## src/rtl/dti.sv

```systemverilog
// DTI channel: one data word qualified by valid, accepted by ready.
// A transfer happens on every clock edge where valid and ready are both high.
interface dti #(
    parameter int W_DATA = 16
);
    logic [W_DATA-1:0] data;
    logic              valid;
    logic              ready;

    modport producer (output data, output valid, input ready);
    modport consumer (input data, input valid, output ready);
endinterface

```

## src/rtl/dti_fifo_ptr.sv

```systemverilog
// Wrap-bit pointer register for the FIFO.
// The MSB toggles each time the index bits roll over, so two pointers with equal
// index bits can still be told apart (full vs empty).
module fifo_ptr #(
    parameter int PW = 3
) (
    input  logic          clk_i,
    input  logic          rst_ni,
    input  logic          en_i,
    output logic [PW-1:0] ptr_o
);

    logic [PW-1:0] ptr_q;
    logic [PW-1:0] ptr_d;

    // Advance by one when enabled; the natural PW-bit overflow gives the modulo 2*DEPTH wrap
    always_comb begin
        ptr_d = ptr_q;
        if (en_i) begin
            ptr_d = ptr_q + PW'(1);
        end
    end

    // Pointer state, cleared immediately when reset is pulled low
    always_ff @(posedge clk_i or negedge rst_ni) begin
        if (!rst_ni) begin
            ptr_q <= '0;
        end else begin
            ptr_q <= ptr_d;
        end
    end

    assign ptr_o = ptr_q;

endmodule

```

## src/rtl/dti_fifo.sv

```systemverilog
// Elastic first-word-fall-through FIFO on a DTI channel.
// Sits behind a register pipeline and soaks up consumer back-pressure. Ready on the
// input side comes only from stored pointer state, so no combinational path runs
// from dout.ready back to din.ready, and there is no din->dout bypass.
module dti_fifo #(
    parameter int DIN   = 16,
    parameter int DEPTH = 4
) (
    input  logic                       clk,
    input  logic                       rst,
    dti.consumer                       din,
    dti.producer                       dout,
    output logic [$clog2(DEPTH+1)-1:0] count
);

    localparam int AW = $clog2(DEPTH);
    localparam int PW = AW + 1;
    localparam int CW = $clog2(DEPTH + 1);

    // Reject any depth the wrap-bit scheme cannot represent
    if ((DEPTH < 2) || ((DEPTH & (DEPTH - 1)) != 0)) begin : gBadDepth
        $error("dti_fifo: DEPTH must be a power of two and at least 2");
    end

    logic [PW-1:0]  wrPtr;
    logic [PW-1:0]  rdPtr;
    logic [PW-1:0]  occupancy;
    logic           fifoEmpty;
    logic           fifoFull;
    logic           push;
    logic           pop;
    logic [DIN-1:0] mem_q [DEPTH];

    // Full and empty both come from pointer registers only
    always_comb begin
        fifoEmpty = (wrPtr == rdPtr);
        fifoFull  = (wrPtr[AW-1:0] == rdPtr[AW-1:0]) && (wrPtr[AW] != rdPtr[AW]);
        push      = din.valid && !fifoFull;
        pop       = !fifoEmpty && dout.ready;
        occupancy = wrPtr - rdPtr;
    end

    fifo_ptr #(.PW(PW)) uWrPtr (
        .clk_i  (clk),
        .rst_ni (rst),
        .en_i   (push),
        .ptr_o  (wrPtr)
    );

    fifo_ptr #(.PW(PW)) uRdPtr (
        .clk_i  (clk),
        .rst_ni (rst),
        .en_i   (pop),
        .ptr_o  (rdPtr)
    );

    // Storage is written only on an accepted word; contents are never cleared
    always_ff @(posedge clk) begin
        if (push) begin
            mem_q[wrPtr[AW-1:0]] <= din.data;
        end
    end

    assign din.ready  = !fifoFull;
    assign dout.valid = !fifoEmpty;
    assign dout.data  = mem_q[rdPtr[AW-1:0]];
    assign count      = CW'(occupancy);

endmodule

```

## src/flat_wrapper.sv

```systemverilog
// flat-port wrapper written by rule: the top's interface ports become plain ports
module dti_fifo_flat 
#(
    parameter int DIN   = 16,
    parameter int DEPTH = 4
)
  (clk, rst, count, din_data, din_valid, din_ready, dout_data, dout_valid, dout_ready);
  dti #(.W_DATA(16)) din_i ();
  dti #(.W_DATA(16)) dout_i ();
  input  logic clk;
  input  logic rst;
  output logic [$clog2(DEPTH+1)-1:0] count;
  input wire logic [$bits(din_i.data)-1:0] din_data;
  input wire logic [$bits(din_i.valid)-1:0] din_valid;
  output wire logic [$bits(din_i.ready)-1:0] din_ready;
  output wire logic [$bits(dout_i.data)-1:0] dout_data;
  output wire logic [$bits(dout_i.valid)-1:0] dout_valid;
  input wire logic [$bits(dout_i.ready)-1:0] dout_ready;
  assign din_i.data = din_data;
  assign din_i.valid = din_valid;
  assign din_ready = din_i.ready;
  assign dout_data = dout_i.data;
  assign dout_valid = dout_i.valid;
  assign dout_i.ready = dout_ready;
  dti_fifo #(.DIN(DIN), .DEPTH(DEPTH)) u_core (.clk(clk), .rst(rst), .din(din_i), .dout(dout_i), .count(count));
endmodule
```

## config.mk

```make
export PLATFORM = sky130hd
export DESIGN_NAME = dti_fifo_flat
export DESIGN_NICKNAME = d
export VERILOG_FILES = /design/src/rtl/dti.sv /design/src/rtl/dti_fifo_ptr.sv /design/src/rtl/dti_fifo.sv /design/src/flat_wrapper.sv
export SDC_FILE = /design/constraint.sdc
export NUM_CORES = 1
export LEC_CHECK = 0
export ABC_AREA = 0
export CORE_UTILIZATION = 50
export CTS_CLUSTER_SIZE = 28
export DETAILED_ROUTE_END_ITERATION = 16
export DONT_BUFFER_PORTS = 1
export PLACE_DENSITY_LB_ADDON = 0.05
export RECOVER_POWER = 100
export SKIP_CTS_REPAIR_TIMING = 1
export SYNTH_ARGS = -nofsm -noshare
export SYNTH_HDL_FRONTEND = slang
export SYNTH_SLANG_ARGS = --single-unit
```

## constraint.sdc

```tcl
create_clock -name clk -period 3 [get_ports clk]
set_input_delay 0.75 -clock clk [delete_from_list [all_inputs] [get_ports clk]]
set_output_delay 0.75 -clock clk [all_outputs]
set_load 0.01 [all_outputs]
```

==> results.py <==
metrics = {
    "setup_path": {
        "rrSetupSlack_ps": 460,
        "r2r_start": "u_core.uRdPtr.ptr_o[1]",
        "slowest_stage": "dfrtp_1",
        "crit_chain": "ha_1 -> fa_1 -> xnor2_1",
        "required_ps": 2250,
        "r2r_cells": 5,
        "worst_setup_path_start_kind": "register",
        "end_kind": "primary output",
        "crit_arrival_ps": 1800,
        "critPathBufInv": 0,
        "path_delay_family": "adder cells",
        "reg2reg_to": "u_core.mem_q[2][3]",
        "criticalPathCategory": "register to primary output",
        "slowest_delay_ps": 510,
        "path_max_fanout": 7,
    },
    "sta": {
        "drv_slew": 0,
        "setup_ws_ps": 447.2,
        "setup_violations": 0,
        "holdWs_ps": 107.1,
        "tightest_slew_ps": 892.4,
        "hold_viol_final": 0,
        "fin_crit_ps": 2553,
        "period_share_pct": 85.09,
        "worst_clock_skew_ps": 8.093,
        "tns_ps": 0,
        "slew_headroom_pct": 40.50,
        "rsz0062_at_grt": "false",
        "fmax_mhz": 391.7,
    },
    "place": {
        "gp_congestion": 0.7833,
        "placed_area_sq_mm": 0.002918,
        "dp_hpwl_mm": 2.959,
        "place_worst_setup_slack_ps": 765.1,
        "portBuffers": 0,
        "dp.cells": 200,
    },
    "cells_and_area": {
        "fin_nets": 169,
        "multi_input_area_sq_um": 683.2,
        "diodes": 0,
        "fin_cells": 215,
        "filler_cell_count": 430,
        "area_growth_pct": 8.682,
        "finalInstanceArea_sq_mm": 0.003054,
        "final_core_utilization_pct": 57.95,
        "final-seq-area_sq_mm": 0.002072,
        "drive_gt1_share_pct": 16.55,
    },
    "logic_synthesis": {
        "synth_top_cell_by_area": "edfxtp_1",
        "synth-seq-cells": 70,
        "synthArstFlopShare_pct": 8.571,
        "synth_edf_count": 64,
        "synthTopCellsByCount": "64 x edfxtp_1, 12 x mux4_1, 7 x ha_1",
        "synth.top_cell.area_share_pct": 68.39,
        "synth.area.top_cells": "edfxtp_1 68%, mux4_1 11%, dfrtp_1 5.3%",
        "syn-num-nets": 155,
        "yosys_warnings": 0,
        "syn_area_per_cell_sq_um": 22.13,
        "ys_types": 23,
        "ys.flop_type": "edfxtp_1",
        "synth_cells": 127,
        "yosysMostFrequentCell": "edfxtp_1",
        "synth.cell_area_sq_mm": 0.002810,
        "synth-seq-area-share_pct": 73.73,
    },
    "drt": {
        "drt-vias-per-instance": 5.637,
        "ant_nets": 0,
        "drt_pass1_iterations": 4,
        "wirelength_mm": 4.411,
        "drt-initial-drc-count": 86,
        "route.detailed.drc": 0,
        "dr_total_vias": 1212,
        "wl_per_cell_microns": 20.52,
    },
    "hold_path": {
        "holdCritPathClass": "input pin to async pin",
    },
    "cts": {
        "cts_tree": "built",
        "cts.sink_count": 70,
        "root_buffer": "clkbuf_8",
        "cts_buffers": 9,
        "h-tree-depth": 3,
        "insertion_delay_ps": 330,
        "clkTransAtPathRegs_ps": 70,
        "clockBufferDepth": 2,
    },
    "power": {
        "p_per_area_mw_per_mm2": 998.5,
        "p_total_mw": 3.050,
        "leakagePower_nw": 1.072,
        "vdd_ir_drop_max_v": 0.0005277,
    },
    "grt": {
        "grt_use_total_pct": 17.11,
        "grt_pass1_vias": 1309,
        "grt_pass1_wl_mm": 6.989,
        "grt_max_degree": 14,
        "overflow": 0,
        "antenna_found_initial": 0,
    },
    "outcome": {
        "status": "complete, no violations",
    },
    "floorplan": {
        "die_h_microns": 76.97,
        "die_area_sq_mm": 0.005924,
        "rows": 26,
        "coreArea_sq_mm": 0.005270,
        "die_x_microns": 76.97,
        "ios": 41,
        "start_util_pct": 53.32,
    },
    "job": {
        "max_cap_viol_count": 0,
    },
}
## power by group
part,switching [mW],total (mW),leakage (nW),internal [mW]
Sequential,0.116,1.45,0.658,1.33
Combinational,0.574,0.998,0.332,0.424
Clock,0.318,0.607,0.0817,0.289
## routing by layer
layer | part of all wire (%) | vias up | wire, microns | global-route usage [%]
li1 | - | 548 | - | -
met1 | 40 | 620 | 1754 | 17.69
met2 | 52 | 38 | 2285 | 28.75
met3 | 7.1 | 6 | 315 | 7.738
met4 | 1.2 | 0 | 55 | 9.623
met5 | 0 | - | 0 | 0
## worst max path at each step
stage | start | endpoint | slack (ps) | depth (start not counted)
3_3_place_gp | u_core.uRdPtr.ptr_o[0] | dout_data[6] | 790 | 2
3_5_place_dp | u_core.uRdPtr.ptr_o[1] | u_core.mem_q[3][13] | 770 | 5
2_1_floorplan | u_core.uRdPtr.ptr_o[1] | u_core.mem_q[3][0] | 820 | 6
5_1_grt | u_core.uRdPtr.ptr_o[1] | u_core.mem_q[0][3] | 260 | 5
4_1_cts | u_core.uRdPtr.ptr_o[0] | count[2] | 390 | 3
6_report | u_core.uRdPtr.ptr_o[0] | count[2] | 450 | 3
## final cells by class
class	instances	share of cell area, %
clock buffer	10	4.179
clock inverter	5	0.9013
inverter	5	0.6145
multi-input combinational	48	22.37
sequential	70	67.84
tap	70	2.868
timing repair buffer	7	1.229
## kinds of logic (layout without fill, tap and decap cells)
family,after synthesis,count (layout),synth area share (%)
AO/OA/AOI/OAI,4,4,1.202
XOR/XNOR,5,5,1.558
adder cells (fa/ha/maj),8,8,3.829
buffers and inverters,9,27,1.825
flip-flops,70,70,73.73
multiplexers,18,18,15.36
AND/OR/NAND/NOR,13,13,2.493
## cell usage in the layout, fill, tap and decap left out, types with 2 or more instances in the layout
cell type	n
inv_1	5
mux4_1	12
buf_4	3
dfrtp_1	6
clkinv_2	4
edfxtp_1	64
clkbuf_8	9
xnor2_1	4
o21ai_0	2
clkbuf_1	5
nand2_1	3
mux4_2	4
ha_1	7
and3_1	4
nand3_1	2
nor3b_1	2
## registers in the layout, indices dropped and copies added, names as in the netlist
signal,count
u_core.uWrPtr.ptr_o,3
u_core.uRdPtr.ptr_o,3
u_core.mem_q,64
Power figures use the tool's default switching activity.
